<file path="src/rtl/mem_wb_skid_if.sv">
// MEM->WB handshake bundle: MEM side drives the in_* payload, WB side sees
// the out_* head entry. The slave modport belongs to the pipeline register.
interface mem_wb_skid_if #(
  parameter int DATA_W     = 16,
  parameter int REG_ADDR_W = 3
);
  logic                  in_valid;
  logic                  in_ready;
  logic                  regWrite_in;
  logic                  memtoReg_in;
  logic [REG_ADDR_W-1:0] write_reg_in;
  logic [DATA_W-1:0]     mem_data_in;
  logic [DATA_W-1:0]     alu_result_in;

  logic                  out_valid;
  logic                  out_ready;
  logic                  regWrite_out;
  logic                  memtoReg_out;
  logic [REG_ADDR_W-1:0] write_reg_out;
  logic [DATA_W-1:0]     mem_data_out;
  logic [DATA_W-1:0]     alu_result_out;
  logic [DATA_W-1:0]     wb_data_out;

  modport slave (
    input  in_valid, regWrite_in, memtoReg_in, write_reg_in, mem_data_in, alu_result_in,
    input  out_ready,
    output in_ready, out_valid, regWrite_out, memtoReg_out, write_reg_out,
    output mem_data_out, alu_result_out, wb_data_out
  );

  modport master (
    output in_valid, regWrite_in, memtoReg_in, write_reg_in, mem_data_in, alu_result_in,
    output out_ready,
    input  in_ready, out_valid, regWrite_out, memtoReg_out, write_reg_out,
    input  mem_data_out, alu_result_out, wb_data_out
  );
endinterface

</file>
<file path="src/rtl/mem_wb_skid_reg.sv">
// MEM/WB pipeline register with a two-entry skid buffer (main + skid).
// Main drives the WB outputs; skid catches one instruction while WB stalls.
// Optional feature macro: MEM_WB_ZERO_REG_SQUASH_EN -- when defined, an
// entry targeting register 0 is stored with regWrite cleared.
module mem_wb_skid_reg #(
  parameter int DATA_W     = 16,
  parameter int REG_ADDR_W = 3
) (
  input  logic         clk,
  input  logic         rst,
  input  logic         en,
  input  logic         flush,
  mem_wb_skid_if.slave bus,
  output logic [15:0]  stall_cnt
);

  typedef enum logic [1:0] {EMPTY = 2'd0, ONE = 2'd1, TWO = 2'd2} state_t;

  typedef struct packed {
    logic                  rw;
    logic                  mt;
    logic [REG_ADDR_W-1:0] wr;
    logic [DATA_W-1:0]     md;
    logic [DATA_W-1:0]     alu;
  } ent_t;

  state_t      state_q, state_d;
  ent_t        main_q, main_d;
  ent_t        skid_q, skid_d;
  logic [15:0] stall_cnt_q, stall_cnt_d;
  ent_t        in_ent;
  logic        push, pop;

  // Valid bits are implied by the state: main valid in ONE/TWO, skid in TWO.
  assign bus.in_ready  = en & (state_q != TWO);
  assign bus.out_valid = (state_q != EMPTY);

  assign push = bus.in_valid & bus.in_ready & en & ~flush;
  assign pop  = bus.out_valid & bus.out_ready & en & ~flush;

  // Pack the incoming instruction, optionally squashing writes to r0.
  always_comb begin
    in_ent.mt  = bus.memtoReg_in;
    in_ent.wr  = bus.write_reg_in;
    in_ent.md  = bus.mem_data_in;
    in_ent.alu = bus.alu_result_in;
`ifdef MEM_WB_ZERO_REG_SQUASH_EN
    in_ent.rw  = bus.regWrite_in & (bus.write_reg_in != '0);
`else
    in_ent.rw  = bus.regWrite_in;
`endif
  end

  // Next-state and entry load/shift; flush wins, en=0 freezes everything.
  always_comb begin
    state_d = state_q;
    main_d  = main_q;
    skid_d  = skid_q;
    if (flush) begin
      state_d = EMPTY;
    end else if (en) begin
      unique case (state_q)
        EMPTY: if (push) begin
          state_d = ONE;
          main_d  = in_ent;
        end
        ONE: begin
          if (push && pop) begin
            main_d = in_ent;
          end else if (push) begin
            state_d = TWO;
            skid_d  = in_ent;
          end else if (pop) begin
            state_d = EMPTY;
          end
        end
        TWO: if (pop) begin
          state_d = ONE;
          main_d  = skid_q;
        end
        default: state_d = EMPTY;
      endcase
    end
  end

  // Saturating count of cycles where WB holds off a valid head while enabled.
  always_comb begin
    stall_cnt_d = stall_cnt_q;
    if (bus.out_valid && !bus.out_ready && en && stall_cnt_q != 16'hFFFF)
      stall_cnt_d = stall_cnt_q + 16'd1;
  end

  // State, entries and counter registers.
  always_ff @(posedge clk) begin
    if (rst) begin
      state_q     <= EMPTY;
      main_q      <= '0;
      skid_q      <= '0;
      stall_cnt_q <= '0;
    end else begin
      state_q     <= state_d;
      main_q      <= main_d;
      skid_q      <= skid_d;
      stall_cnt_q <= stall_cnt_d;
    end
  end

  // Data may be stale after a flush, so regWrite is masked by out_valid.
  assign bus.regWrite_out   = main_q.rw & bus.out_valid;
  assign bus.memtoReg_out   = main_q.mt;
  assign bus.write_reg_out  = main_q.wr;
  assign bus.mem_data_out   = main_q.md;
  assign bus.alu_result_out = main_q.alu;
  assign bus.wb_data_out    = main_q.mt ? main_q.md : main_q.alu;
  assign stall_cnt          = stall_cnt_q;

endmodule

</file>
<file path="src/flat_wrapper.sv">
// flat-port wrapper written by rule: the top's interface ports become plain ports
module mem_wb_skid_reg_flat 
#(
  parameter int DATA_W     = 16,
  parameter int REG_ADDR_W = 3
)
  (clk, rst, en, flush, stall_cnt, bus_in_valid, bus_regWrite_in, bus_memtoReg_in, bus_write_reg_in, bus_mem_data_in, bus_alu_result_in, bus_out_ready, bus_in_ready, bus_out_valid, bus_regWrite_out, bus_memtoReg_out, bus_write_reg_out, bus_mem_data_out, bus_alu_result_out, bus_wb_data_out);
  mem_wb_skid_if #(.DATA_W(DATA_W), .REG_ADDR_W(REG_ADDR_W)) bus_i ();
  input  logic clk;
  input  logic rst;
  input  logic en;
  input  logic flush;
  output logic [15:0] stall_cnt;
  input wire logic [$bits(bus_i.in_valid)-1:0] bus_in_valid;
  input wire logic [$bits(bus_i.regWrite_in)-1:0] bus_regWrite_in;
  input wire logic [$bits(bus_i.memtoReg_in)-1:0] bus_memtoReg_in;
  input wire logic [$bits(bus_i.write_reg_in)-1:0] bus_write_reg_in;
  input wire logic [$bits(bus_i.mem_data_in)-1:0] bus_mem_data_in;
  input wire logic [$bits(bus_i.alu_result_in)-1:0] bus_alu_result_in;
  input wire logic [$bits(bus_i.out_ready)-1:0] bus_out_ready;
  output wire logic [$bits(bus_i.in_ready)-1:0] bus_in_ready;
  output wire logic [$bits(bus_i.out_valid)-1:0] bus_out_valid;
  output wire logic [$bits(bus_i.regWrite_out)-1:0] bus_regWrite_out;
  output wire logic [$bits(bus_i.memtoReg_out)-1:0] bus_memtoReg_out;
  output wire logic [$bits(bus_i.write_reg_out)-1:0] bus_write_reg_out;
  output wire logic [$bits(bus_i.mem_data_out)-1:0] bus_mem_data_out;
  output wire logic [$bits(bus_i.alu_result_out)-1:0] bus_alu_result_out;
  output wire logic [$bits(bus_i.wb_data_out)-1:0] bus_wb_data_out;
  assign bus_i.in_valid = bus_in_valid;
  assign bus_i.regWrite_in = bus_regWrite_in;
  assign bus_i.memtoReg_in = bus_memtoReg_in;
  assign bus_i.write_reg_in = bus_write_reg_in;
  assign bus_i.mem_data_in = bus_mem_data_in;
  assign bus_i.alu_result_in = bus_alu_result_in;
  assign bus_i.out_ready = bus_out_ready;
  assign bus_in_ready = bus_i.in_ready;
  assign bus_out_valid = bus_i.out_valid;
  assign bus_regWrite_out = bus_i.regWrite_out;
  assign bus_memtoReg_out = bus_i.memtoReg_out;
  assign bus_write_reg_out = bus_i.write_reg_out;
  assign bus_mem_data_out = bus_i.mem_data_out;
  assign bus_alu_result_out = bus_i.alu_result_out;
  assign bus_wb_data_out = bus_i.wb_data_out;
  mem_wb_skid_reg #(.DATA_W(DATA_W), .REG_ADDR_W(REG_ADDR_W)) u_core (.clk(clk), .rst(rst), .en(en), .flush(flush), .bus(bus_i), .stall_cnt(stall_cnt));
endmodule
</file>
<file path="config.mk">
export PLATFORM = sky130hd
export DESIGN_NAME = mem_wb_skid_reg_flat
export DESIGN_NICKNAME = d
export VERILOG_FILES = /design/src/rtl/mem_wb_skid_if.sv /design/src/rtl/mem_wb_skid_reg.sv /design/src/flat_wrapper.sv
export SDC_FILE = /design/constraint.sdc
export NUM_CORES = 1
export LEC_CHECK = 0
export CAP_MARGIN = 20
export CORE_ASPECT_RATIO = 0.6
export CORE_MARGIN = 4
export CORE_UTILIZATION = 45
export CTS_CLUSTER_DIAMETER = 150
export DETAILED_ROUTE_END_ITERATION = 12
export PLACE_DENSITY = 0.77
export SYNTH_ARGS = -nofsm -noshare
export SYNTH_HDL_FRONTEND = slang
export SYNTH_SLANG_ARGS = --single-unit
</file>
<file path="constraint.sdc">
create_clock -name clk -period 1.65 [get_ports clk]
set_input_delay 0.165 -clock clk [delete_from_list [all_inputs] [get_ports clk]]
set_output_delay 0.165 -clock clk [all_outputs]
set_load 0.01 [all_outputs]
</file>
==> run_results.csv <==
group,metric,value,unit
run_status,status,"finished with violations",
run_status,violations,"negative setup slack",
cells_and_area,post_route_cells_drive_above_1_share,0.226,
cells_and_area,final_cells,750,
floorplanning,die_width,137,um
placed_design,dp.cells,716,
worst_setup_path,cp_max_fo,6,
floorplanning,fp.dieArea,11800,sq um
sta,skew,0.00859,ns
global_routing,grt_pass1_wl,20300,um
synth,synth_most_common_cell,"dfxtp_1",
worst_setup_path,required,1.92,ns
synth,yosys.area_share.adder,0.00277,
sta,worst_pin_slew,0.523,ns
floorplanning,num_rows,27,
clock_tree,cts_buffers,9,
synth,synth_top_area_frac,0.408,
placed_design,dpl_cell_area,5760,sq um
min_path,hold_path.class,"in -> reg",
route,vias,4118,
global_routing,grt_overflow_total,0,
synth,ys.warnings.count,0,
synth,yosysTopAreaCell,"dfxtp_1",
floorplanning,initial_core_util,0.477,
global_routing,antenna_found_initial,0,
clock_tree,clockBufferDepth,2,
cells_and_area,final_nets,659,
placed_design,io_buffer_count,113,
clock_tree,ctsHtreeMaxLevel,3,
route,vias_per_cell,5.49,
floorplanning,die_h,85.6,um
flow_run,cap_violations,0,
clock_tree,clock_latency,0.35,ns
synth,ys_async_sr_fraction,0,
synth,ys_seq_area_frac,0.408,
clock_tree,cts_tree,"built",
synth,synthTopCellsByArea,"dfxtp_1 41%, a21oi_1 9.2%, mux2i_1 8.2%",
synth,synth_nets,551,
power_and_ir_drop,p_comb_frac,0.120,
sta,tns,-0.112,ns
synth,synth_compound_area_frac,0.177,
power_and_ir_drop,leakage,2.55,nW
worst_setup_path,crit_type,"reg -> reg",
worst_setup_path,slowest_delay,0.48,ns
floorplanning,fp.coreArea,9460,sq um
worst_setup_path,cpMostUsedCell,"buf_6",
global_routing,track_usage,0.215,
sta,rsz0062_at_grt,"yes",
sta,maxSlewViolCount,0,
clock_tree,cts_sinks,92,
synth,syn_area_per_cell,8.91,sq um
power_and_ir_drop,power.total,5.05,mW
global_routing,grt_pass1_vias,4081,
worst_setup_path,cp-start-kind,"register",
route,ant_nets,0,
clock_tree,clk_root_buffer_cell,"clkbuf_16",
cells_and_area,multi_input_area,2340,sq um
cells_and_area,finalInstanceArea,6330,sq um
sta,finalCritPeriodShare,1.03,
worst_setup_path,cp.arrival,1.97,ns
synth,synth.area.mux_share,0.140,
power_and_ir_drop,p_int,3.83,mW
route,drt_iter0_markers,308,
synth,synth_edf_count,0,
power_and_ir_drop,cellPowerDensity,798,nW/um^2
worst_setup_path,cp-end-kind,"register",
synth,synth_common_cells,"92 x dfxtp_1, 83 x a21oi_1, 79 x nand2_1, 40 x buf_4, 38 x a211oi_1",
power_and_ir_drop,seqPwrFrac,0.459,
worst_setup_path,cpMaxStageDelayCell,"or4_4",
placed_design,pre_cts_slack,-0.278,ns
route,detail_route.wl_per_cell,17.4,um
sta,setup_viol,4,
power_and_ir_drop,p_sw,1.22,mW
synth,synth_top_family_by_area,"compound AO/OA/AOI/OAI gates",
cells_and_area,syn_to_final_growth,40.2,%
route,drtPass1Iterations,5,
clock_tree,clk_pin_slew,0.07,ns
power_and_ir_drop,clkPwrFrac,0.422,
synth,synthDistinctLibCells,44,
sta,max_slew_margin,0.651,
route,finalWirelength,13100,um
cells_and_area,final-seq-area,1860,sq um
sta,max_freq,588,MHz
sta,hold_viol_final,0,
sta,fin_crit,1.70,ns
route,drc,0,
cells_and_area,insertedDiodeCount,0,
placed_design,place.detailed.hpwl,8690,um
cells_and_area,n_fill_cell,731,
synth,yosys.area_share.simple,0.166,
synth,ys.flop_type,"dfxtp_1",
floorplanning,num_io_pins,114,
worst_setup_path,crit_chain,"nand4_1, buf_4, nor4_4, buf_6, buf_6, or4_4, a21oi_2",
power_and_ir_drop,switching_share,0.242,
power_and_ir_drop,peakVddDrop,0.617,mV
synth,syn-cell-area,4520,sq um
synth,ys_ff_latch,92,
global_routing,grt_max_degree,44,
sta,timing.final.ws_setup,-0.0509,ns
synth,synthCells,507,
placed_design,gp_congestion,0.840,
synth,synthXorXnorAreaFrac,0,
==> worst max-delay path: cells and delay by family, from the launching register on <==
kind / cells / cell delay, ns
AO/OA/AOI/OAI: 1 / 0.14
buffers and inverters: 3 / 0.45
flip-flops: 1 / 0.37
AND/OR/NAND/NOR: 3 / 0.66
==> layout make-up <==
cell class,instances,share of cell area
timing repair buffer,172,0.262
sequential,92,0.293
tap,130,0.0257
clock buffer,10,0.0378
clock inverter,6,0.0111
inverter,1,0.000593
multi-input combinational,339,0.370
==> layout by cell type, fill, tap and decap left out, drive strengths merged, types with 2 or more instances in the layout <==
cell | synthesis | routed
or4 | 7 | 7
nand2b | 2 | 2
nand2 | 80 | 80
nor2b | 10 | 10
clkbuf | 20 | 12
dlygate4sd2 | 0 | 5
nand3b | 1 | 2
dfxtp | 92 | 92
o31ai | 6 | 6
inv | 1 | 3
mux2i | 37 | 37
nor3 | 2 | 2
nor4 | 8 | 8
clkinvlp | 0 | 2
and2 | 3 | 3
a211oi | 38 | 38
nand4 | 4 | 4
clkdlybuf4s50 | 0 | 92
clkdlybuf4s15 | 0 | 8
a21oi | 83 | 83
and2b | 2 | 2
nand3 | 8 | 8
o21ai | 2 | 2
mux2 | 23 | 23
nor2 | 8 | 8
buf | 56 | 65
==> state kept, by name (all words and copies together), names as in the netlist <==
name                       cells
u_core.main_q                  1
u_core.state_q                 2
u_core.skid_q                 37
u_core.bus.write_reg_out       3
u_core.stall_cnt              16
u_core.bus.alu_result_out     16
u_core.bus.memtoReg_out        1
u_core.bus.mem_data_out       16
==> path summary, 6_finish.rpt <==
kind                                           start                   to  slack (ns)  depth (start not counted)
worst min register to register     u_core.skid_q[30]    u_core.skid_q[30]        0.45                          2
worst max-delay path            u_core.stall_cnt[10]  u_core.stall_cnt[4]       -0.05                          7
worst min-delay path                             rst  u_core.stall_cnt[0]        0.29                          2
worst max register to register  u_core.stall_cnt[10]  u_core.stall_cnt[4]       -0.05                          7
==> cells by family (layout without fill, tap and decap cells) <==
family          after synthesis  after routing
buf+inv                      77            189
simple gates                143            144
fa+ha+maj                     1              1
compound gates              134            134
mux                          60             60
flops                        92             92
==> power groups by stage <==
stage / Combinational [mW] / Sequential, mW / Clock [mW]
4_1_cts: 0.605 / 2.31 / 2.16
5_1_grt: 0.652 / 2.32 / 2.26
3_5_place_dp: 0.596 / 2.37 / 0
6_report: 0.605 / 2.31 / 2.13
3_3_place_gp: 0.587 / 2.36 / 0
2_1_floorplan: 0.316 / 2.35 / 0
==> stage by stage <==
stage / utilization / hold slack, ns
5_1_grt: 0.669 / 0.306
4_1_cts: 0.657 / 0.279
3_5_place_dp: 0.609 / 0.447
2_1_floorplan: - / 0.243
3_3_place_gp: 0.609 / 0.441
6_report: 0.669 / 0.293
==> repair_timing <==
action                     CTS  global route
hold endpoints to repair     0             0
gates cloned                 0             2
buffers inserted            10             7
setup endpoints to repair   24            35
hold buffers                 0             0
pin swaps                    2            11
resized for setup           57            30
==> metal layers <==
layer,wire (um),global-route usage
met5,0,0
met3,971,0.0610
met2,5920,0.337
met4,169,0.0670
met1,6010,0.288
Power figures use the tool's default switching activity.
